`src/rtl/chunked_adder_pkg.sv`:
```
// Shared types and sizing helpers for the multi-cycle chunked adder.
package chunked_adder_pkg;

  typedef enum logic [1:0] {
    IDLE = 2'd0,
    BUSY = 2'd1,
    DONE = 2'd2
  } state_e;

  function automatic int nchunk(input int width, input int chunk);
    if (chunk < 1) begin
      return 1;
    end else begin
      return width / chunk;
    end
  endfunction

  // A single-chunk configuration still needs a 1-bit index.
  function automatic int idx_width(input int n);
    if (n > 1) begin
      return $clog2(n);
    end else begin
      return 1;
    end
  endfunction

endpackage

```
`src/rtl/chunked_adder_chunk.sv`:
```
// Combinational CHUNK-bit adder slice with carry in and carry out.
module chunk_adder #(
  parameter int CHUNK = 4
) (
  input  logic [CHUNK-1:0] a,
  input  logic [CHUNK-1:0] b,
  input  logic             ci,
  output logic [CHUNK-1:0] s,
  output logic             co
);

  logic [CHUNK:0] total;

  // One extra bit captures the carry out of the slice.
  always_comb begin
    total = {1'b0, a} + {1'b0, b} + {{CHUNK{1'b0}}, ci};
    s     = total[CHUNK-1:0];
    co    = total[CHUNK];
  end

endmodule

```
`src/rtl/chunked_adder.sv`:
```
// Adds two WIDTH-bit operands CHUNK bits per cycle, with valid/ready on both sides.
module chunked_adder
  import chunked_adder_pkg::*;
#(
  parameter int WIDTH = 16,
  parameter int CHUNK = 4
) (
  input  logic             clk,
  input  logic             rst,
  input  logic             in_valid,
  output logic             in_ready,
  input  logic [WIDTH-1:0] A,
  input  logic [WIDTH-1:0] B,
  input  logic             Cin,
  output logic             out_valid,
  input  logic             out_ready,
  output logic [WIDTH-1:0] Sum,
  output logic             Cout,
  output logic             Ovf,
  output logic             busy
);

  localparam int NCHUNK = nchunk(WIDTH, CHUNK);
  localparam int IDXW   = idx_width(NCHUNK);
  localparam logic [IDXW-1:0]  LAST_IDX   = IDXW'(NCHUNK - 1);
  localparam logic [WIDTH-1:0] CHUNK_MASK = WIDTH'({CHUNK{1'b1}});

  generate
    if (CHUNK < 1) begin : g_bad_chunk
      $error("chunked_adder: CHUNK must be at least 1");
    end else if ((WIDTH % CHUNK) != 0) begin : g_bad_width
      $error("chunked_adder: WIDTH must be a multiple of CHUNK");
    end
  endgenerate

  state_e            state_q, state_d;
  logic [WIDTH-1:0]  a_q, a_d, b_q, b_d, sum_q, sum_d;
  logic [IDXW-1:0]   idx_q, idx_d;
  logic              carry_q, carry_d, cout_q, cout_d, ovf_q, ovf_d;

  int unsigned       shift_amt;
  logic [CHUNK-1:0]  chunk_a, chunk_b, chunk_s;
  logic              chunk_co;

  chunk_adder #(.CHUNK(CHUNK)) u_chunk_adder (
    .a  (chunk_a),
    .b  (chunk_b),
    .ci (carry_q),
    .s  (chunk_s),
    .co (chunk_co)
  );

  // Operand slice selection, next-state and datapath updates.
  always_comb begin
    shift_amt = int'(idx_q) * CHUNK;
    chunk_a   = CHUNK'(a_q >> shift_amt);
    chunk_b   = CHUNK'(b_q >> shift_amt);
    state_d   = state_q;
    a_d       = a_q;
    b_d       = b_q;
    sum_d     = sum_q;
    idx_d     = idx_q;
    carry_d   = carry_q;
    cout_d    = cout_q;
    ovf_d     = ovf_q;
    case (state_q)
      IDLE: begin
        if (in_valid) begin
          a_d     = A;
          b_d     = B;
          carry_d = Cin;
          idx_d   = '0;
          sum_d   = '0;
          cout_d  = 1'b0;
          ovf_d   = 1'b0;
          state_d = BUSY;
        end else begin
          state_d = IDLE;
        end
      end
      BUSY: begin
        sum_d   = (sum_q & ~(CHUNK_MASK << shift_amt)) | (WIDTH'(chunk_s) << shift_amt);
        carry_d = chunk_co;
        idx_d   = idx_q + IDXW'(1'b1);
        if (idx_q == LAST_IDX) begin
          idx_d   = '0;
          cout_d  = chunk_co;
          ovf_d   = (a_q[WIDTH-1] == b_q[WIDTH-1]) && (sum_d[WIDTH-1] != a_q[WIDTH-1]);
          state_d = DONE;
        end else begin
          state_d = BUSY;
        end
      end
      DONE: begin
        if (out_ready) begin
          state_d = IDLE;
        end else begin
          state_d = DONE;
        end
      end
      default: begin
        state_d = IDLE;
      end
    endcase
  end

  // State and datapath registers with synchronous reset.
  always_ff @(posedge clk) begin
    if (rst) begin
      state_q <= IDLE;
      a_q     <= '0;
      b_q     <= '0;
      sum_q   <= '0;
      idx_q   <= '0;
      carry_q <= 1'b0;
      cout_q  <= 1'b0;
      ovf_q   <= 1'b0;
    end else begin
      state_q <= state_d;
      a_q     <= a_d;
      b_q     <= b_d;
      sum_q   <= sum_d;
      idx_q   <= idx_d;
      carry_q <= carry_d;
      cout_q  <= cout_d;
      ovf_q   <= ovf_d;
    end
  end

  assign in_ready  = (state_q == IDLE);
  assign out_valid = (state_q == DONE);
  assign busy      = (state_q == BUSY);
  assign Sum       = sum_q;
  assign Cout      = cout_q;
  assign Ovf       = ovf_q;

endmodule
```
`config.mk`:
```
export PLATFORM = sky130hd
export DESIGN_NAME = chunked_adder
export DESIGN_NICKNAME = d
export VERILOG_FILES = /design/src/rtl/chunked_adder_pkg.sv /design/src/rtl/chunked_adder_chunk.sv /design/src/rtl/chunked_adder.sv
export SDC_FILE = /design/constraint.sdc
export NUM_CORES = 1
export LEC_CHECK = 0
export CAP_MARGIN = 20
export CORE_MARGIN = 2
export CORE_UTILIZATION = 54
export CTS_BUF_LIST = sky130_fd_sc_hd__clkbuf_8 sky130_fd_sc_hd__clkbuf_16
export CTS_CLUSTER_DIAMETER = 120
export DETAILED_ROUTE_END_ITERATION = 16
export PLACE_DENSITY = 0.87
export SYNTH_ARGS = -nofsm -noshare
export SYNTH_HDL_FRONTEND = slang
export SYNTH_HIERARCHICAL = 1
export SYNTH_SLANG_ARGS = --single-unit
```
`constraint.sdc`:
```
create_clock -name clk -period 6.22 [get_ports clk]
set_input_delay 1.244 -clock clk [delete_from_list [all_inputs] [get_ports clk]]
set_output_delay 1.244 -clock clk [all_outputs]
set_load 0.03 [all_outputs]
```
### Word level (Yosys, flattened, before mapping)

Cells that the tools add are included.

| cells by class | value |
|---|---|
| add/sub/neg operators | 3 |
| eq/ne operators | 7 |
| shift-type cells | 4 |
| multiplexer cells | 16 |
| bitwise logic cells | 3 |
| reductions and logical operators | 6 |

Operator list:

| operator | count |
|---|---|
| 16-bit case mux with 2 select lines | 1 |
| 16-bit by 4-bit >> shifter with 4-bit output | 2 |
| 16-bit bitwise AND | 1 |
| 16-bit two-way mux | 1 |
| 16-bit inverter | 1 |
| 16-bit OR | 1 |
| 4-bit by 4-bit left shift with 16-bit output | 1 |
| 4-bit by 4-bit left shift with 16-bit output (first input constant) | 1 |
| 2-bit two-way mux | 4 |
| 1-bit case mux with 2 select lines | 3 |
| 2-bit case mux with 3 select lines | 1 |
| 4-bit by 4-bit adder with 5-bit output | 1 |
| 5-bit by 1-bit adder with 5-bit output | 1 |
| 1-bit two-way mux | 5 |
| 2-bit equality test (second input constant) | 2 |
| 2-bit case mux with 2 select lines | 1 |
| 2-bit AND reduction | 2 |
| 3-bit AND reduction | 1 |
| 2-bit by 1-bit adder with 2-bit output (second input constant) | 1 |
| 2-bit by 1-bit equality test with 1-bit output (second input constant) | 1 |
| 2-bit logical NOT | 1 |
| 2-bit by 1-bit != test with 1-bit output (second input constant) | 1 |
| 2-bit != test (second input constant) | 1 |
| 2-bit nonzero test | 1 |
| 3 further kinds | 3 |

| word-level totals | value |
|---|---|
| bits in registers | 55 |
| input bits | 37 |
| output and inout port bits | 21 |
| logic and storage cells | 47 |

### Logic depth before layout (Yosys ltp)

Gate-level depths: netlist (run 1).

| depth | value |
|---|---|
| word-level depth | 9 |
| depth in mapped cells | 11 |
| gate-level depth less buffers | 9 |

### Cells and area by module

Netlist (run 1), hierarchy kept.

By module, submodules not included:

| module | times used | cells each | area each (um2) | seq. area each (um2) |
|---|---|---|---|---|
| chunked_adder | 1 | 274 | 2416.1 | 1101.1 |
| chunk_adder | 1 | 16 | 143.9 | 0.0 |

### Worst setup path after synthesis (run 1)

No wires, ideal clock.

| path | value |
|---|---|
| path type | reg-to-reg |
| from | register idx_q[0] |
| to | register ovf_q (netlist: Ovf) |
| arrival | 2.787 ns |
| data required time | 6.158 ns |
| path slack | 3.372 ns |
| cell stages (with the launch flop) | 11 |
| path buffers | 2 |
| clock period less this slack | 2.848 ns |
| cell sequence | dfxtp_1 clkbuf_8 buf_4 mux4_2 fa_1 a21o_1 a21oi_2 xnor2_1 and3_2 or4b_1 nand3_1 |

| on the way | value |
|---|---|
| longest elaborated chain between the ends | 9 |
| elaborated cells on any way between the ends | 16 |

Ends and longest elaborated chain:

| item | line | text |
|---|---|---|
| start, declared | chunked_adder.sv:38 | `logic [IDXW-1:0] idx_q, idx_d;` |
| start signal, assigned | chunked_adder.sv:123 | `idx_q <= idx_d;` |
| 16-bit by 4-bit >> shifter with 4-bit output | chunked_adder.sv:57 | `chunk_b = CHUNK'(b_q >> shift_amt);` |
| net chunk_b[0] | chunked_adder.sv:42 | `logic [CHUNK-1:0] chunk_a, chunk_b, chunk_s;` |
| 4-bit by 4-bit adder with 5-bit output | chunked_adder_chunk.sv:16 | `total = {1'b0, a} + {1'b0, b} + {{CHUNK{1'b0}}, ci};` |
| 5-bit by 1-bit adder with 5-bit output | chunked_adder_chunk.sv:16 |  |
| net chunk_s[3] | chunked_adder.sv:42 |  |
| 4-bit by 4-bit left shift with 16-bit output | chunked_adder.sv:82 | `sum_d = (sum_q & ~(CHUNK_MASK << shift_amt)) \| (WIDTH'(chunk_s) << shift_amt);` |
| 16-bit OR | chunked_adder.sv:82 |  |
| 1-bit != test | chunked_adder.sv:88 | `ovf_d = (a_q[WIDTH-1] == b_q[WIDTH-1]) && (sum_d[WIDTH-1] != a_q[WIDTH-1]);` |
| 1-bit logical AND | chunked_adder.sv:88 |  |
| 1-bit two-way mux | chunked_adder.sv:85 | `if (idx_q == LAST_IDX) begin` |
| 1-bit case mux with 2 select lines | chunked_adder.sv:66 | `case (state_q)` |
| end signal, assigned | chunked_adder.sv:126 | `ovf_q <= ovf_d;` |
| end, declared | chunked_adder.sv:39 | `logic carry_q, carry_d, cout_q, cout_d, ovf_q, ovf_d;` |

The timed path passes the listed nets, and every way through them passes these cells. The select of a mux whose other input is x is not followed.
A chain may end at the register's enable or synchronous reset.

### Final worst setup path (run 1)

| path | value |
|---|---|
| from | register state_q[1] |
| to | output busy |

| on the way | value |
|---|---|
| longest elaborated chain between the ends | 1 |

Ends and longest elaborated chain:

| item | line | text |
|---|---|---|
| start, declared | chunked_adder.sv:36 | `state_e state_q, state_d;` |
| start signal, assigned | chunked_adder.sv:119 | `state_q <= state_d;` |
| 2-bit by 1-bit equality test with 1-bit output | chunked_adder.sv:132 | `assign busy = (state_q == BUSY);` |
| end, declared | chunked_adder.sv:20 | `output logic busy` |

No other way between the ends.

==> impl_metrics.yaml, run 1 <==
floorplan:
  rows: 25
  die_width_um: 72.9
  coreArea_um2: 4660
  die_h_um: 72.9
  die_area_um2: 5310
  initial_core_util: 0.549
  num_io_pins: 58
cells_and_area:
  final_cell_area_um2: 3180
  final_layout_size_suffix_gt1_frac: 0.0742
  instances_no_fill: 391
  layout-area-overhead-vs-synth_pct: 24.2
  antenna_cells: 0
  nNetsFinal: 382
pwr:
  pwr_density_cell_nw_per_um2: 218
  ir_drop_mv: 0.160
  p_leak_uw: 0.00116
  power.share.sequential: 0.550
  power.share.combinational: 0.180
  switchingPower_uw: 187
  fin_total_pwr_uw: 692
  p_sw_frac: 0.270
  clockPowerShare: 0.270
  p_int_uw: 505
yosys:
  synth-simple-area-share: 0.202
  synthXorXnorAreaFrac: 0.00684
  synth_top_family_by_area: "simple AND/OR/NAND/NOR gates"
  sequential_cell_area_fraction_in_the_yosys_report: 0.430
  synth_top_cell_by_area: "dfxtp_1"
  syn-mean-instance-area_um2: 8.83
  synthFlopType: "dfxtp_1"
  synthAdderAreaFrac: 0.0499
  post_synth_edffs: 0
  synth-async-reset-ratio: 0
  netlist.area_leader.share: 0.430
  yosys-mux-area-fraction: 0.0860
  synth_cell_type_count: 39
  synth_area_leaders: "dfxtp_1 (43%), nand2_1 (11%), a21oi_1 (10%)"
  synth.net_count: 336
  netlist_instances: 290
  synth_compound_area_frac: 0.156
  synthesis.yosys.warnings: 6
  ys_seq_elements: 55
  synth.cell_area_um2: 2560
setup_path:
  cp.arrival_ps: 2340
  crit_chain: "nand2b_1 -> inv_1 -> clkdlybuf4s50_1"
  critPathLaunchType: "flop"
  rr_endpoint: "Ovf$_SDFFE_PP0P_"
  setup.worst_path.end: "busy"
  timing.reg2reg.setup_slack_ps: 3100
  crit_slowest_cell: "dfxtp_1"
  critical_path.endpoint_type: "primary output"
  startpoint: "state_q[1]$_SDFF_PP0_"
  number_of_cells_on_the_worst_reg_to_reg_path: 8
  critical-path-top-delay-family: "flip-flops"
  criticalPathCategory: "reg2out"
  cp.buffers_inverters: 2
  cp_max_fo: 28
  r2r_start: "idx_q[1]$_SDFFE_PP0P_"
  critical_path_required_ps: 4980
  crit_path_max_incr_delay_ps: 910
  crit_cells: 3
sta:
  final.setup.worst_slack_ps: 2640
  max_freq_mhz: 279
  worst-slew-pin-transition_ps: 963
  hold_violations: 0
  worst_clock_skew_ps: 5.75
  max_slew_margin: 0.358
  fin_max_slew_vios: 0
  grt_setup_unrepaired: "no"
  layout_worst_path_cycle_share: 0.576
  setup_viol: 0
  period_minus_slack_ps: 3580
  totalNegativeSetupSlack_ps: 0
global_route:
  antenna_violations_before_repair: 0
  grt_first_pass_wirelength_um: 8930
  grt_pass1_vias: 2015
  grt_overflow: 0
  maximum_number_of_pins_on_one_net_before_global_route_repair: 57
  globalRouteTotalUtil: 0.216
clocking:
  cts.repair_timing.setup_buffer_count: 0
  ctsLongestPathBuffers: 2
  cts_hold_buf: 0
  cts.root.buffer_cell: "clkbuf_8"
  clk_transition_reported_paths_ps: 90
  numClockSinks: 55
  worst_skew_pair.late_latency_ps: 300
  htree_num_levels: 2
  cts_repair_resize_count: 0
  tritoncts: "yes"
  cts_inserted_buffers: 5
drt:
  postRouteWirelength_um: 5420
  remaining_drc_errors: 0
  dr_total_vias: 2170
  vias_per_cell: 5.55
  route.antenna.remaining_nets: 0
  first_pass_iters: 4
  drt-initial-drc-count: 156
  dr_wl_cell_um: 13.9
placed_design:
  place_congestion: 0.843
  dpl_cell_area_um2: 3060
  place_inst: 381
  place_hpwl_um: 3630
  placement.io_buffers: 57
  place_worst_setup_slack_ps: 2910
status:
  status: "finished, final reports clean"
run:
  max_cap_viol_count: 0
hold_path:
  worstHoldPathType: "reg2reg"
-- area by class of cell --
type / count / area, µm²
tap: 54 / 67.6
fill: 390 / 1480
inverter: 7 / 26.3
clock inverter: 3 / 12.5
clock buffer: 5 / 68.8
timing repair buffer: 60 / 616
multi-input combinational: 207 / 1290
sequential: 55 / 1100
-- routing by layer --
layer | share of wire | track usage | vias up
met5 | 0 | 0 | -
met4 | 0.0098 | 0.0679 | 0
met3 | 0.039 | 0.0401 | 6
met2 | 0.53 | 0.387 | 57
met1 | 0.42 | 0.262 | 1024
li1 | - | - | 1083
-- flip-flops by register name, indices dropped and copies added, names as in the netlist --
register,flops
Cout,1
Ovf,1
Sum,16
a_q,16
b_q,16
carry_q,1
idx_q,2
state_q,2
-- stage by stage --
stage	hold WS (ps)	util
floorplan	433	-
global placement	439	0.656
detailed placement	447	0.656
CTS	461	0.673
global route	478	0.682
finish	459	0.682
-- power groups by stage --
stage                     sequential [µW]  combinational [µW]  clock, µW
after floorplan                       387                79.2          0
after global placement                388                 117          0
after detailed placement              389                 119          0
after CTS                             381                 120        190
after global routing                  383                 138        204
final                                 381                 125        187
-- how the worst min path moves through the flow --
stage | slack (ps) | cells past startpoint | startpoint | end
2_1_floorplan | 430 | 2 | a_q[10]$_SDFFE_PP0P_ | a_q[10]$_SDFFE_PP0P_
3_3_place_gp | 440 | 2 | b_q[8]$_SDFFE_PP0P_ | b_q[8]$_SDFFE_PP0P_
3_5_place_dp | 450 | 2 | b_q[1]$_SDFFE_PP0P_ | b_q[1]$_SDFFE_PP0P_
4_1_cts | 460 | 2 | a_q[6]$_SDFFE_PP0P_ | a_q[6]$_SDFFE_PP0P_
5_1_grt | 480 | 2 | b_q[11]$_SDFFE_PP0P_ | b_q[11]$_SDFFE_PP0P_
6_report | 460 | 2 | b_q[14]$_SDFFE_PP0P_ | b_q[14]$_SDFFE_PP0P_
-- logic make-up (layout without fill, tap and decap cells) --
family | count (synthesis) | after routing
XOR/XNOR | 2 | 2
flip-flops | 55 | 55
AND/OR/NAND/NOR | 107 | 107
multiplexers | 12 | 12
buffers and inverters | 28 | 75
AO/OA/AOI/OAI | 77 | 77
adder cells (fa/ha/maj) | 9 | 9
-- worst min-delay path: stages, from the launching register on --
cell and delay [ps]:
dfxtp_1 320, nand2_1 50, a21oi_1 50
-- cell usage in the layout, fill, tap and decap left out, drive strengths merged, types with 4 or more instances in the layout --
| cell | Yosys | final |
|---|---|---|
| nand2 | 78 | 78 |
| clkdlybuf4s50 | 0 | 56 |
| dfxtp | 55 | 55 |
| a21oi | 54 | 54 |
| o21ai | 19 | 19 |
| inv | 7 | 9 |
| mux4 | 8 | 8 |
| ha | 7 | 7 |
| nand3 | 5 | 5 |
| clkbuf | 9 | 5 |
| mux2i | 4 | 4 |
| buf | 12 | 4 |
-- synth_stat cells (2+ instances only) --
cell      instances
nor2_1            3
xnor2_1           2
mux2i_1           4
nand3_1           5
nor2b_1           2
nand2_1          78
inv_1             7
a21oi_1          53
and4bb_2          2
nand2b_1          3
dfxtp_1          55
buf_2             5
mux4_2            8
fa_1              2
ha_1              7
nand4_1           3
clkbuf_1          7
buf_4             2
buf_6             4
o21ai_0          19
Note: power is estimated with default switching activity, not from simulation.
==> run 2, diff against run 1 <==
--- a/config.mk
+++ b/config.mk
@@ -7,11 +7,11 @@
 export LEC_CHECK = 0
 export CAP_MARGIN = 20
 export CORE_MARGIN = 2
-export CORE_UTILIZATION = 54
+export CORE_UTILIZATION = 50
 export CTS_BUF_LIST = sky130_fd_sc_hd__clkbuf_8 sky130_fd_sc_hd__clkbuf_16
 export CTS_CLUSTER_DIAMETER = 120
 export DETAILED_ROUTE_END_ITERATION = 16
-export PLACE_DENSITY = 0.87
+export PLACE_DENSITY = 0.82
 export SYNTH_ARGS = -nofsm -noshare
 export SYNTH_HDL_FRONTEND = slang
 export SYNTH_HIERARCHICAL = 1
==> constraint.sdc (replaced) <==
create_clock -name clk -period 3.5 [get_ports clk]
set_input_delay 0.7 -clock clk [delete_from_list [all_inputs] [get_ports clk]]
set_output_delay 0.7 -clock clk [all_outputs]
set_load 0.03 [all_outputs]
==> run 2 against run 1 <==
Compared with the run above:
- non-clock buffer count rose by 4
- cell area grew 0.67%
- critical path depth up 6
- core utilization down 4.3 points
- setup slack worse by 2100 ps
- count of clock-buffer cells in the layout unchanged
- clock skew grew 0.90 ps
- sequential power up 77%
- largest power group unchanged
- global-route usage is 0.80 points lower
- final cell count increased by 4.6%
- register-to-register slack got worse by 2600 ps
- wire length grew 0.76%
==> impl_metrics.yaml, run 2 (same netlist as run 1, synthesis figures left out) <==
status:
  status: "finished, final reports clean"
floorplan:
  initial_core_util: 0.511
  rows: 26
  die_width_um: 75.6
  num_io_pins: 58
  die_h_um: 75.6
  die_area_um2: 5710
  coreArea_um2: 5010
drt:
  remaining_drc_errors: 0
  route.antenna.remaining_nets: 0
  dr_wl_cell_um: 13.4
  dr_total_vias: 2154
  postRouteWirelength_um: 5460
  first_pass_iters: 4
  drt-initial-drc-count: 123
  vias_per_cell: 5.27
cells_and_area:
  layout-area-overhead-vs-synth_pct: 25.1
  mostFrequentLayoutCells: "nand2_1 (78), clkdlybuf4s50_1 (56), dfxtp_1 (55)"
  antenna_cells: 0
  register_area_um2: 1100
  nNetsFinal: 386
  final_layout_size_suffix_gt1_frac: 0.0826
  layout.cells.most_common: "nand2_1"
  multi_input_area_um2: 1290
  final_cell_area_um2: 3200
  fill_cells: 469
clocking:
  cts.root.buffer_cell: "clkbuf_8"
  ctsLongestPathBuffers: 2
  worst_skew_pair.late_latency_ps: 300
  clk_transition_reported_paths_ps: 90
  tritoncts: "yes"
  cts_inserted_buffers: 5
  cts.repair_timing.setup_buffer_count: 0
  htree_num_levels: 2
  cts_hold_buf: 0
  numClockSinks: 55
  cts_repair_resize_count: 0
setup_path:
  crit_slowest_cell: "dfxtp_1"
  crit_chain: "buf_4 -> mux4_2 -> ha_1 -> a21o_1 -> a21oi_2 -> xnor2_1 -> and3_2 -> or4b_1 -> nand3_1"
  critical_path_required_ps: 3750
  critPathLaunchType: "flop"
  crit_path_max_incr_delay_ps: 540
  critical_path.endpoint_type: "flop"
  cp_max_fo: 9
  number_of_cells_on_the_worst_reg_to_reg_path: 9
  cp.arrival_ps: 3230
  criticalPathCategory: "reg2reg"
sta:
  worst-slew-pin-transition_ps: 954
  hold-worst-slack_ps: 461
  fin_max_slew_vios: 0
  hold_violations: 0
  max_freq_mhz: 336
  final.setup.worst_slack_ps: 519
  layout_worst_path_cycle_share: 0.852
  totalNegativeSetupSlack_ps: 0
  setup_viol: 0
  grt_setup_unrepaired: "no"
  worst_clock_skew_ps: 6.65
  max_slew_margin: 0.364
  period_minus_slack_ps: 2980
global_route:
  grt_first_pass_wirelength_um: 9040
  grt_pass1_vias: 2060
  maximum_number_of_pins_on_one_net_before_global_route_repair: 57
  grt_overflow: 0
  globalRouteTotalUtil: 0.208
  antenna_violations_before_repair: 0
placed_design:
  place_hpwl_um: 4020
  placement.io_buffers: 57
  place_congestion: 0.879
  place_worst_setup_slack_ps: 565
  dpl_cell_area_um2: 3110
pwr:
  fin_total_pwr_uw: 1210
  ir_drop_mv: 0.243
  p_leak_uw: 0.00117
  pwr_density_cell_nw_per_um2: 378
hold_path:
  worstHoldPathType: "reg2reg"
  worst_hold_depth: 2
run:
  max_cap_viol_count: 0
-- run 2: cell types whose count changed in the layout (fill, tap and decap cells not counted), sizes merged --
| cell | before | now |
|---|---|---|
| clkinv | 1 | 0 |
| buf | 4 | 8 |
| inv | 9 | 8 |
-- run 2: stage by stage --
| stage | cells | utilization |
|---|---|---|
| floorplan | 290 | - |
| global placement | 402 | 0.622 |
| detailed placement | 402 | 0.622 |
| CTS | 408 | 0.636 |
| global route | 409 | 0.639 |
| finish | 409 | 0.639 |
-- run 2: final timing paths --
check	start	to	slack, ps
worst min register to register	b_q[12]$_SDFFE_PP0P_	b_q[12]$_SDFFE_PP0P_	460
worst max-delay path	idx_q[0]$_SDFFE_PP0P_	Ovf$_SDFFE_PP0P_	520
worst min-delay path	b_q[12]$_SDFFE_PP0P_	b_q[12]$_SDFFE_PP0P_	460
worst max register to register	idx_q[0]$_SDFFE_PP0P_	Ovf$_SDFFE_PP0P_	520
-- run 2: cell type report --
type | count | share of cell area
Multi-Input combinational cell | 207 | 0.403
Timing Repair Buffer | 64 | 0.195
Sequential cell | 55 | 0.344
Tap cell | 70 | 0.0274
Clock inverter | 1 | 0.00117
Inverter | 7 | 0.00821
Clock buffer | 5 | 0.0215
-- run 2: critical path, delay by kind of cell (launching register included) --
kind / cells / cell delay [ps]
fa+ha+maj: 1 / 320
compound gates: 2 / 360
simple gates: 3 / 810
mux: 1 / 530
buf+inv: 1 / 240
xor+xnor: 1 / 140
flops: 1 / 540
-- run 2: layer usage --
| layer | up-vias | routed length [µm] | track usage | part of all wire |
|---|---|---|---|---|
| met5 | - | 0 | 0 | 0 |
| li1 | 1088 | - | - | - |
| met2 | 64 | 2870 | 0.380 | 0.53 |
| met3 | 12 | 254 | 0.0410 | 0.046 |
| met4 | 0 | 93 | 0.0721 | 0.017 |
| met1 | 990 | 2240 | 0.242 | 0.41 |
-- run 2: power breakdown --
part | switching [µW] | internal [µW]
registers | 19.6 | 655
logic | 115 | 106
clock network | 184 | 131
total | 319 | 892
